--- src/rtl/obi_axil_master_if.sv ---
// obi_axil_master_if -- bundles the OBI data port and the AXI4-Lite master port
// of obi_axil_master into a single interface.
//   modport master : view taken by the bridge (drives gnt/rvalid/rdata/err and AXI requests)
//   modport slave  : view taken by the environment (core LSU plus AXI4-Lite slave)
// OBI side : data_req_i, data_gnt_o, data_addr_i, data_we_i, data_be_i, data_wdata_i,
//            data_rvalid_o, data_rdata_o, data_err_o
// AXI side : AW (m_awaddr/m_awvalid/m_awready), W (m_wdata/m_wstrb/m_wvalid/m_wready),
//            B (m_bvalid/m_bready), AR (m_araddr/m_arvalid/m_arready),
//            R (m_rdata/m_rvalid/m_rready)
interface obi_axil_master_if;
    logic        data_req_i;
    logic        data_gnt_o;
    logic [31:0] data_addr_i;
    logic        data_we_i;
    logic [3:0]  data_be_i;
    logic [31:0] data_wdata_i;
    logic        data_rvalid_o;
    logic [31:0] data_rdata_o;
    logic        data_err_o;

    logic [31:0] m_awaddr;
    logic        m_awvalid;
    logic        m_awready;
    logic [31:0] m_wdata;
    logic [3:0]  m_wstrb;
    logic        m_wvalid;
    logic        m_wready;
    logic        m_bvalid;
    logic        m_bready;
    logic [31:0] m_araddr;
    logic        m_arvalid;
    logic        m_arready;
    logic [31:0] m_rdata;
    logic        m_rvalid;
    logic        m_rready;

    modport master (
        input  data_req_i, data_addr_i, data_we_i, data_be_i, data_wdata_i,
        output data_gnt_o, data_rvalid_o, data_rdata_o, data_err_o,
        output m_awaddr, m_awvalid, m_wdata, m_wstrb, m_wvalid, m_bready,
        output m_araddr, m_arvalid, m_rready,
        input  m_awready, m_wready, m_bvalid, m_arready, m_rdata, m_rvalid
    );

    modport slave (
        output data_req_i, data_addr_i, data_we_i, data_be_i, data_wdata_i,
        input  data_gnt_o, data_rvalid_o, data_rdata_o, data_err_o,
        input  m_awaddr, m_awvalid, m_wdata, m_wstrb, m_wvalid, m_bready,
        input  m_araddr, m_arvalid, m_rready,
        output m_awready, m_wready, m_bvalid, m_arready, m_rdata, m_rvalid
    );
endinterface

--- src/rtl/obi_axil_master.sv ---
// obi_axil_master -- bridges a core OBI data port onto an AXI4-Lite master port with a
// single transaction outstanding at a time.
// Ports:
//   clk  : single clock, rising edge
//   rst  : asynchronous, active-high reset
//   bus  : obi_axil_master_if.master (OBI request/response and the five AXI4-Lite channels)
// Parameter:
//   TIMEOUT_CYCLES : watchdog limit in cycles for one outstanding AXI transaction
// Compile-time option:
//   OBI_AXIL_TIMEOUT_EN : adds the watchdog; on expiry the transaction is abandoned and
//                         the core sees a response with data_err_o = 1. Without it the
//                         bridge waits indefinitely and data_err_o is tied to 0.
module obi_axil_master #(
    parameter int unsigned TIMEOUT_CYCLES = 256
) (
    input logic               clk,
    input logic               rst,
    obi_axil_master_if.master bus
);
    typedef enum logic [2:0] {StIdle, StWrReq, StWrResp, StRdReq, StRdResp} state_t;

    state_t      r_state;
    state_t      w_state_next;
    logic [31:0] r_addr;
    logic [31:0] r_wdata;
    logic [3:0]  r_be;
    logic        r_aw_done;
    logic        r_w_done;
    logic        r_rvalid;
    logic [31:0] r_rdata;

    logic w_gnt;
    logic w_aw_hs;
    logic w_w_hs;
    logic w_ar_hs;
    logic w_b_hs;
    logic w_r_hs;
    logic w_done;
    logic w_timeout;

    // Grant is masked by rst so nothing is accepted while the bridge is held in reset.
    assign w_gnt   = bus.data_req_i && (r_state == StIdle) && !rst;
    assign w_aw_hs = bus.m_awvalid && bus.m_awready;
    assign w_w_hs  = bus.m_wvalid && bus.m_wready;
    assign w_ar_hs = bus.m_arvalid && bus.m_arready;
    assign w_b_hs  = bus.m_bvalid && bus.m_bready;
    assign w_r_hs  = bus.m_rvalid && bus.m_rready;
    assign w_done  = w_b_hs || w_r_hs;

`ifdef OBI_AXIL_TIMEOUT_EN
    logic [31:0] r_cnt;
    logic        r_err;

    // A completion on the expiry cycle takes priority over the timeout.
    assign w_timeout = (r_state != StIdle) && (r_cnt == TIMEOUT_CYCLES - 1) && !w_done;

    always_ff @(posedge clk or posedge rst) begin
        if (rst) begin
            r_cnt <= '0;
            r_err <= 1'b0;
        end else begin
            r_cnt <= (r_state == StIdle) ? '0 : r_cnt + 32'd1;
            r_err <= w_timeout;
        end
    end

    assign bus.data_err_o = r_err;
`else
    assign w_timeout      = 1'b0;
    assign bus.data_err_o = 1'b0;
`endif

    always_ff @(posedge clk or posedge rst) begin
        if (rst) r_state <= StIdle;
        else     r_state <= w_state_next;
    end

    always_comb begin
        w_state_next = r_state;
        assert (TIMEOUT_CYCLES >= 32'd2);
        unique case (r_state)
            StIdle:   if (w_gnt) w_state_next = bus.data_we_i ? StWrReq : StRdReq;
            // Leave once both AW and W have been accepted, either earlier or on this edge.
            StWrReq:  if ((r_aw_done || w_aw_hs) && (r_w_done || w_w_hs)) w_state_next = StWrResp;
            StWrResp: if (w_b_hs) w_state_next = StIdle;
            StRdReq:  if (w_ar_hs) w_state_next = StRdResp;
            StRdResp: if (w_r_hs) w_state_next = StIdle;
            default:  w_state_next = StIdle;
        endcase
        if (w_timeout) w_state_next = StIdle;
    end

    always_ff @(posedge clk or posedge rst) begin
        if (rst) begin
            r_addr    <= '0;
            r_wdata   <= '0;
            r_be      <= '0;
            r_aw_done <= 1'b0;
            r_w_done  <= 1'b0;
            r_rvalid  <= 1'b0;
            r_rdata   <= '0;
        end else begin
            if (w_gnt) begin
                r_addr    <= bus.data_addr_i & 32'hFFFF_FFFC;
                r_wdata   <= bus.data_wdata_i;
                r_be      <= bus.data_be_i;
                r_aw_done <= 1'b0;
                r_w_done  <= 1'b0;
            end else begin
                if (w_aw_hs) r_aw_done <= 1'b1;
                if (w_w_hs)  r_w_done  <= 1'b1;
            end
            r_rvalid <= w_done || w_timeout;
            // Read data is captured on R; writes and timeouts return zero; otherwise hold.
            if (w_r_hs)                    r_rdata <= bus.m_rdata;
            else if (w_b_hs || w_timeout)  r_rdata <= '0;
        end
    end

    // Valid/ready are decoded from state so an asynchronous reset drops them at once.
    assign bus.m_awvalid = (r_state == StWrReq) && !r_aw_done;
    assign bus.m_wvalid  = (r_state == StWrReq) && !r_w_done;
    assign bus.m_bready  = (r_state == StWrResp);
    assign bus.m_arvalid = (r_state == StRdReq);
    assign bus.m_rready  = (r_state == StRdResp);

    assign bus.m_awaddr  = r_addr;
    assign bus.m_araddr  = r_addr;
    assign bus.m_wdata   = r_wdata;
    assign bus.m_wstrb   = r_be;

    assign bus.data_gnt_o    = w_gnt;
    assign bus.data_rvalid_o = r_rvalid;
    assign bus.data_rdata_o  = r_rdata;
endmodule

--- src/flat_wrapper.sv ---
// flat-port wrapper written by rule: the top's interface ports become plain ports
module obi_axil_master_flat 
#(
    parameter int unsigned TIMEOUT_CYCLES = 256
)
  (clk, rst, bus_data_req_i, bus_data_addr_i, bus_data_we_i, bus_data_be_i, bus_data_wdata_i, bus_data_gnt_o, bus_data_rvalid_o, bus_data_rdata_o, bus_data_err_o, bus_m_awaddr, bus_m_awvalid, bus_m_wdata, bus_m_wstrb, bus_m_wvalid, bus_m_bready, bus_m_araddr, bus_m_arvalid, bus_m_rready, bus_m_awready, bus_m_wready, bus_m_bvalid, bus_m_arready, bus_m_rdata, bus_m_rvalid);
  obi_axil_master_if bus_i ();
  input logic clk;
  input logic rst;
  input wire logic [$bits(bus_i.data_req_i)-1:0] bus_data_req_i;
  input wire logic [$bits(bus_i.data_addr_i)-1:0] bus_data_addr_i;
  input wire logic [$bits(bus_i.data_we_i)-1:0] bus_data_we_i;
  input wire logic [$bits(bus_i.data_be_i)-1:0] bus_data_be_i;
  input wire logic [$bits(bus_i.data_wdata_i)-1:0] bus_data_wdata_i;
  output wire logic [$bits(bus_i.data_gnt_o)-1:0] bus_data_gnt_o;
  output wire logic [$bits(bus_i.data_rvalid_o)-1:0] bus_data_rvalid_o;
  output wire logic [$bits(bus_i.data_rdata_o)-1:0] bus_data_rdata_o;
  output wire logic [$bits(bus_i.data_err_o)-1:0] bus_data_err_o;
  output wire logic [$bits(bus_i.m_awaddr)-1:0] bus_m_awaddr;
  output wire logic [$bits(bus_i.m_awvalid)-1:0] bus_m_awvalid;
  output wire logic [$bits(bus_i.m_wdata)-1:0] bus_m_wdata;
  output wire logic [$bits(bus_i.m_wstrb)-1:0] bus_m_wstrb;
  output wire logic [$bits(bus_i.m_wvalid)-1:0] bus_m_wvalid;
  output wire logic [$bits(bus_i.m_bready)-1:0] bus_m_bready;
  output wire logic [$bits(bus_i.m_araddr)-1:0] bus_m_araddr;
  output wire logic [$bits(bus_i.m_arvalid)-1:0] bus_m_arvalid;
  output wire logic [$bits(bus_i.m_rready)-1:0] bus_m_rready;
  input wire logic [$bits(bus_i.m_awready)-1:0] bus_m_awready;
  input wire logic [$bits(bus_i.m_wready)-1:0] bus_m_wready;
  input wire logic [$bits(bus_i.m_bvalid)-1:0] bus_m_bvalid;
  input wire logic [$bits(bus_i.m_arready)-1:0] bus_m_arready;
  input wire logic [$bits(bus_i.m_rdata)-1:0] bus_m_rdata;
  input wire logic [$bits(bus_i.m_rvalid)-1:0] bus_m_rvalid;
  assign bus_i.data_req_i = bus_data_req_i;
  assign bus_i.data_addr_i = bus_data_addr_i;
  assign bus_i.data_we_i = bus_data_we_i;
  assign bus_i.data_be_i = bus_data_be_i;
  assign bus_i.data_wdata_i = bus_data_wdata_i;
  assign bus_data_gnt_o = bus_i.data_gnt_o;
  assign bus_data_rvalid_o = bus_i.data_rvalid_o;
  assign bus_data_rdata_o = bus_i.data_rdata_o;
  assign bus_data_err_o = bus_i.data_err_o;
  assign bus_m_awaddr = bus_i.m_awaddr;
  assign bus_m_awvalid = bus_i.m_awvalid;
  assign bus_m_wdata = bus_i.m_wdata;
  assign bus_m_wstrb = bus_i.m_wstrb;
  assign bus_m_wvalid = bus_i.m_wvalid;
  assign bus_m_bready = bus_i.m_bready;
  assign bus_m_araddr = bus_i.m_araddr;
  assign bus_m_arvalid = bus_i.m_arvalid;
  assign bus_m_rready = bus_i.m_rready;
  assign bus_i.m_awready = bus_m_awready;
  assign bus_i.m_wready = bus_m_wready;
  assign bus_i.m_bvalid = bus_m_bvalid;
  assign bus_i.m_arready = bus_m_arready;
  assign bus_i.m_rdata = bus_m_rdata;
  assign bus_i.m_rvalid = bus_m_rvalid;
  obi_axil_master #(.TIMEOUT_CYCLES(TIMEOUT_CYCLES)) u_core (.clk(clk), .rst(rst), .bus(bus_i));
endmodule
--- config.mk ---
export PLATFORM = sky130hd
export DESIGN_NAME = obi_axil_master_flat
export DESIGN_NICKNAME = d
export VERILOG_FILES = /design/src/rtl/obi_axil_master_if.sv /design/src/rtl/obi_axil_master.sv /design/src/flat_wrapper.sv
export SDC_FILE = /design/constraint.sdc
export NUM_CORES = 1
export LEC_CHECK = 0
export ABC_AREA = 1
export CAP_MARGIN = 20
export CORE_AREA = 2 2 110 112
export DETAILED_ROUTE_END_ITERATION = 16
export DIE_AREA = 0 0 112 114
export PLACE_DENSITY = 0.8
export SLEW_MARGIN = 15
export SYNTH_ARGS = -nofsm -noshare
export SYNTH_HDL_FRONTEND = slang
export SYNTH_SLANG_ARGS = --single-unit
--- constraint.sdc ---
create_clock -name clk -period 6.53 [get_ports clk]
set_input_delay 1.306 -clock clk [delete_from_list [all_inputs] [get_ports clk]]
set_output_delay 1.306 -clock clk [all_outputs]
set_load 0.005 [all_outputs]
After elaboration in Yosys (flattened, before gate mapping)
Cells that the tools add are included.

operators by class
  eq/ne operators = 9
  multiplexer cells = 13
  reduce and logical (&&, ||, !) cells = 21

operator list
  kind                count
  $mux 32             2
  $mux 3              5
  $pmux 3 s5          1
  $logic_and 1x1->1   10
  $ne 2x2->1 const B  4
  $eq 3x2->1 const B  2
  $reduce_bool 2->1   3
  $reduce_and 5->1    1
  $mux 1              4
  $eq 3x1->1 const B  1
  $eq 3x3->1 const B  1
  $logic_not 1->1     3
  $logic_not 3->1     1
  $logic_or 1x1->1    3
  $mux 2              1
  $ne 2x1->1 const B  1

word-level totals
  flip-flop bits (word level) = 104
  bits of input ports = 109
  logic and storage cells = 51

Longest topological paths before layout
Gate-level depths: netlist (run 1).

  word-level depth = 7
  gate-level depth with buffers = 9
  depth with buffers taken out = 8

Worst setup path before layout (run 1)
No wires, ideal clock.

  path type = input to output
  start point = in rst
  end point = out bus_data_gnt_o
  arrival time = 4.324 ns
  required time = 5.224 ns
  path slack = 0.900 ns
  cell stages on the path = 4
  cells stage by stage = inv_1 -> nand2_1 -> nor2_4 -> buf_2

between the ends
  word-level cells in the longest chain between the ends = 2

RTL lines
  item                RTL line               source
  start: declaration  flat_wrapper.sv:9      input logic rst;
  $logic_not 1->1     obi_axil_master.sv:42  assign w_gnt = bus.data_req_i && (r_state == StIdle) && !rst;
  $logic_and 1x1->1   obi_axil_master.sv:42
  end: declaration    flat_wrapper.sv:15     output wire logic [$bits(bus_i.data_gnt_o)-1:0] bus_data_gnt_o;

Every way passes these cells.

Final worst setup path (run 1)
Ends and elaborated chain as after synthesis.

==> results of run 1 <==
-- Yosys cell counts (all sizes together) --
library cell | count | area share
and2 | 1 | 0.0014
buf | 57 | 0.090
clkbuf | 3 | 0.0025
conb | 1 | 0.00084
dfrtp | 104 | 0.59
inv | 44 | 0.037
nand2 | 217 | 0.18
nand3 | 38 | 0.043
nand3b | 1 | 0.0017
nand4 | 1 | 0.0014
nor2 | 7 | 0.0093
nor3 | 1 | 0.0037
o21ai | 34 | 0.039
-- cells by family after synthesis --
kind of cell / count (synthesis)
DFF: 104
other: 1
AOI/OAI and AO/OA: 34
and+or+nand+nor: 266
buffers and inverters: 104
-- placed cells by master, fill, tap and decap left out, drive strengths merged --
cell type / instances
clkdlybuf4s50: 240
nand2: 217
dfrtp: 104
inv: 44
nand3: 38
o21ai: 34
clkbuf: 11
nor2: 7
buf: 6
conb: 5
clkinv: 3
bufinv: 2
nor3: 1
nand3b: 1
nand4: 1
and2: 1
-- state kept, by name, summed over array words and instances, names as in the netlist --
name                      count
u_core.bus.data_rvalid_o      1
u_core.r_aw_done              1
u_core.bus.data_rdata_o      32
u_core.r_state                3
u_core.bus.m_wstrb            4
u_core.bus.m_araddr          30
u_core.r_w_done               1
u_core.bus.m_wdata           32
-- layer usage --
metal	vias up	part of all wire	GRT usage
li1	1917	-	-
met1	1855	0.40	0.219
met2	171	0.50	0.322
met3	19	0.084	0.0611
met4	0	0.015	0.0724
met5	-	0	0
-- worst min-delay path: cells and delay by family (launching register included) --
kind             cells  cell delay (ns)
DFF                  1             0.34
and+or+nand+nor      2             0.09
-- final timing paths --
kind                                       start                          end  depth (start not counted)
hold reg to reg            u_core.bus.m_wdata[3]        u_core.bus.m_wdata[3]                          2
setup / recovery                             rst               bus_data_gnt_o                          5
hold / removal             u_core.bus.m_wdata[3]        u_core.bus.m_wdata[3]                          2
max in group asynchronous                    rst       u_core.bus.m_wdata[30]                          3
setup reg to reg               u_core.r_state[1]      u_core.bus.m_araddr[29]                          8
min in group asynchronous                    rst  u_core.bus.data_rdata_o[23]                          2
-- metrics by stage --
step / hold slack [ns] / instance area (um^2)
6_report: 0.472 / 7030
5_1_grt: 0.500 / 7030
4_1_cts: 0.479 / 7030
3_5_place_dp: 0.461 / 6700
3_3_place_gp: 0.454 / 6660
2_1_floorplan: 0.465 / 4460
-- cell type report --
class	instances	area [um^2]
fillers	999	4690
flip-flops and latches	104	2600
repair buffers	246	2460
multi-input cells	305	1270
clock buffers	11	253
well taps	147	184
inverters	44	168
clock inverters	5	78.8
-- power by group through the flow --
stage	Sequential [uW]	Clock, uW	Combinational [uW]
final	1150	581	1360
after global routing	1190	622	1490
after CTS	1160	597	1380
after detailed placement	1160	0	1370
after global placement	1140	0	1330
after floorplan	1150	0	537
==> flow_metrics.tcl, run 1 <==
set metrics [dict create \
    dieArea_um2 12800 \
    critPathSlowestCell "clkdlybuf4s50_1" \
    synth_cells 509 \
    routed_via_density 4.60 \
    drt_iter0_markers 261 \
    cts_hold_buf 0 \
    avgRoutedWirePerCell_um 14.1 \
    hold_path_class "reg2reg" \
    path_buf_inv 3 \
    cp_slowest_stage_delay_ns 0.53 \
    post-place-cells 846 \
    final_nets 819 \
    hold_viol 0 \
    totalPowerFinal_uw 3090 \
    drt-total-wl_um 12200 \
    hpwl_um 9020 \
    pin_count 249 \
    path_class "in2out" \
    synth-xor-area-share 0 \
    synth.distinct_cells 20 \
    cp.arrival_ns 3.10 \
    ir_drop_mv 0.215 \
    slew_viol_final 0 \
    gp_congestion 0.824 \
    area_growth_pct 58.2 \
    cts_setup_buffers 0 \
    fin_crit_sh 0.675 \
    drc 0 \
    htreeDepth 3 \
    pwr-share-comb 0.439 \
    relSlewSlack 0.499 \
    utilization 0.600 \
    syn_area_um2 4440 \
    grt_pass1_wl_um 19300 \
    p_sw_frac 0.307 \
    setup_viol 0 \
    p_seq_frac 0.373 \
    clock_path_buffers 2 \
    ys_seq_elements 104 \
    drv_cap 0 \
    synth_compound_area_frac 0.0392 \
    yosysSeqAreaShare 0.586 \
    fin_skew_ns 0.00900 \
    rows 40 \
    synthAdderAreaFrac 0 \
    diodes 0 \
    fin_setup_tns_ns 0 \
    die-width_um 112 \
    power_frac_clock 0.188 \
    cpMostUsedCell "clkdlybuf4s50_1" \
    cp_cell_sequence "clkdlybuf4s50_1, inv_4, nand2_1, nor2_4, clkdlybuf4s50_1" \
    critPathCaptureType "primary output" \
    r2r_setup_slack_ns 4.05 \
    p_int_uw 2140 \
    setup_slack_ns 2.12 \
    grtUsageTotal 0.187 \
    clk_pin_slew_ns 0.07 \
    syn_area_per_cell_um2 8.72 \
    finalWorstPathRequiredPeriod_ns 4.41 \
    finalNonFillerCells 862 \
    grt_antenna_before_repair 0 \
    power.density_nw_per_um2 440 \
    vias 3962 \
    synth_top_family_by_area "simple AND/OR/NAND/NOR gates" \
    fmax_ghz 0.227 \
    postCtsResizedCells 0 \
    start_util 0.379 \
    die_height_um 114 \
    grt_max_degree 68 \
    worstMarginPinSlew_ns 0.752 \
    startpoint_type "primary input" \
    grt_pass1_vias 4058 \
    rsz0062_at_grt "no" \
    run_status "completed" \
    ant_nets 0 \
    grt.overflow.total 0 \
    power.leakage_uw 0.00330 \
    switchingPower_uw 949 \
    cts_tree "yes" \
    synth_mux_area_frac 0 \
    yosysWarnings 0 \
    cp_max_fo 46 \
    synthSimpleGateAreaFrac 0.244 \
    clkLatencyLatePin_ns 0.33 \
    io_buffers 241 \
    worst_ep_required_time_ns 5.22 \
    cts_buffers 9 \
    root_buffer "clkbuf_16" \
    cts_sinks 104 \
    cpLargestDelayFamily "buffers and inverters" \
    core_area_um2 11700 \
    drive_gt1_frac 0.0420 \
    firstDrtPassIters 4 \
    place_ws_ns 2.07 \
]
Power figures use the tool's default switching activity.
==> inputs of run 2 (changes only) <==
==> constraint.sdc (replaced) <==
create_clock -name clk -period 4.3 [get_ports clk]
set_input_delay 0.86 -clock clk [delete_from_list [all_inputs] [get_ports clk]]
set_output_delay 0.86 -clock clk [all_outputs]
set_load 0.005 [all_outputs]
==> flow_metrics.tcl, run 2 (synthesis gave the netlist of run 1 again) <==
set metrics [dict create \
    htreeDepth 3 \
    path_class "in2out" \
    worstMarginPinSlew_ns 0.683 \
    power.leakage_uw 0.00328 \
    grtUsageTotal 0.180 \
    vias 3894 \
    start_util 0.379 \
    cts_sinks 104 \
    clk_pin_slew_ns 0.07 \
    post-place-cells 847 \
    drive_gt1_frac 0.0418 \
    cp.arrival_ns 2.19 \
    cts_hold_buf 0 \
    drc 0 \
    fin_skew_ns 0.00627 \
    hold_ws_ns 0.471 \
    core_area_um2 11700 \
    hold_path_class "reg2reg" \
    gp_congestion 0.818 \
    startpoint_type "primary input" \
    grt_pass1_vias 3847 \
    fin_crit_sh 0.709 \
    fmax_ghz 0.328 \
    worst_ep_required_time_ns 3.44 \
    area_growth_pct 57.8 \
    grt_antenna_before_repair 0 \
    post_dp_cell_area_um2 6690 \
    postCtsResizedCells 0 \
    rsz0062_at_grt "no" \
    io_buffers 241 \
    firstDrtPassIters 4 \
    ant_nets 0 \
    final_cell_mix "clkdlybuf4s50_1, nand2_1, dfrtp_1" \
    rows 40 \
    routed_via_density 4.51 \
    dieArea_um2 12800 \
    diodes 0 \
    ir_drop_mv 0.284 \
    cts_setup_buffers 0 \
    final_area_um2 7010 \
    drt-total-wl_um 11900 \
    run_status "completed" \
    pin_count 249 \
    die_height_um 114 \
    finalWorstPathRequiredPeriod_ns 3.05 \
    fillers 993 \
    place_ws_ns 1.26 \
    grt.overflow.total 0 \
    hold_viol 0 \
    relSlewSlack 0.545 \
    setup_viol 0 \
    die-width_um 112 \
    cp_max_fo 3 \
    critPathCaptureType "primary output" \
    layout_commonest_cell "clkdlybuf4s50_1" \
    grt_max_degree 70 \
    drv_cap 0 \
    fin_setup_tns_ns 0 \
    cts_tree "yes" \
    finalNonFillerCells 864 \
    drt_iter0_markers 232 \
    grt_pass1_wl_um 18500 \
    cts_buffers 9 \
    root_buffer "clkbuf_16" \
    final_nets 821 \
    clock_path_buffers 2 \
    clkLatencyLatePin_ns 0.33 \
    slew_viol_final 0 \
    setup_slack_ns 1.25 \
    hpwl_um 8750 \
    power.density_nw_per_um2 658 \
    avgRoutedWirePerCell_um 13.7 \
]
run 2: changes by cell type in the layout (fill, tap and decap cells not counted), sizes merged:
cell,before,now
clkinvlp,0,2
clkdlybuf4s50,240,241
bufinv,2,1
inv,44,43
buf,6,7
run 2: layer usage:
| metal | GRT usage | part of all wire | vias up |
|---|---|---|---|
| li1 | - | - | 1918 |
| met1 | 0.213 | 0.40 | 1785 |
| met2 | 0.306 | 0.49 | 176 |
| met3 | 0.0728 | 0.097 | 15 |
| met4 | 0.0528 | 0.016 | 0 |
| met5 | 0 | 0 | - |
run 2: layout make-up:
class                           count  area (um^2)  area share
Clock inverter                      5         56.3     0.00804
Clock buffer                       11          243      0.0346
Inverter                           44          169      0.0241
Timing Repair Buffer              248         2480       0.354
Tap cell                          147          184      0.0262
Sequential cell                   104         2600       0.371
Multi-Input combinational cell    305         1270       0.182
run 2: critical path: stages:
cell and delay, ns:
clkdlybuf4s50_1 0.44, clkinvlp_4 0.09, nand2_1 0.11, nor2_4 0.17, clkdlybuf4s50_1 0.52
run 2: through the flow:
stage | power [uW] | util
floorplan | 2560 | -
global placement | 3750 | 0.571
detailed placement | 3830 | 0.571
CTS | 4660 | 0.597
global route | 4920 | 0.598
finish | 4610 | 0.598
run 2: worst paths after layout:
kind / startpoint / endpoint / slack (ns) / cells past startpoint
worst max-delay path: rst / bus_data_gnt_o / 1.25 / 5
worst min-delay path: u_core.bus.m_wdata[0] / u_core.bus.m_wdata[0] / 0.47 / 2
worst max register to register: u_core.r_state[0] / u_core.bus.data_rdata_o[29] / 2.28 / 6
worst min register to register: u_core.bus.m_wdata[0] / u_core.bus.m_wdata[0] / 0.47 / 2
max in group asynchronous: rst / u_core.r_state[0] / 2.08 / 4
min in group asynchronous: rst / u_core.bus.m_araddr[15] / 1.07 / 3
run 2: where the power goes:
group	internal (uW)	switching (uW)
Combinational	1280	775
Clock	466	344
Sequential	1430	313
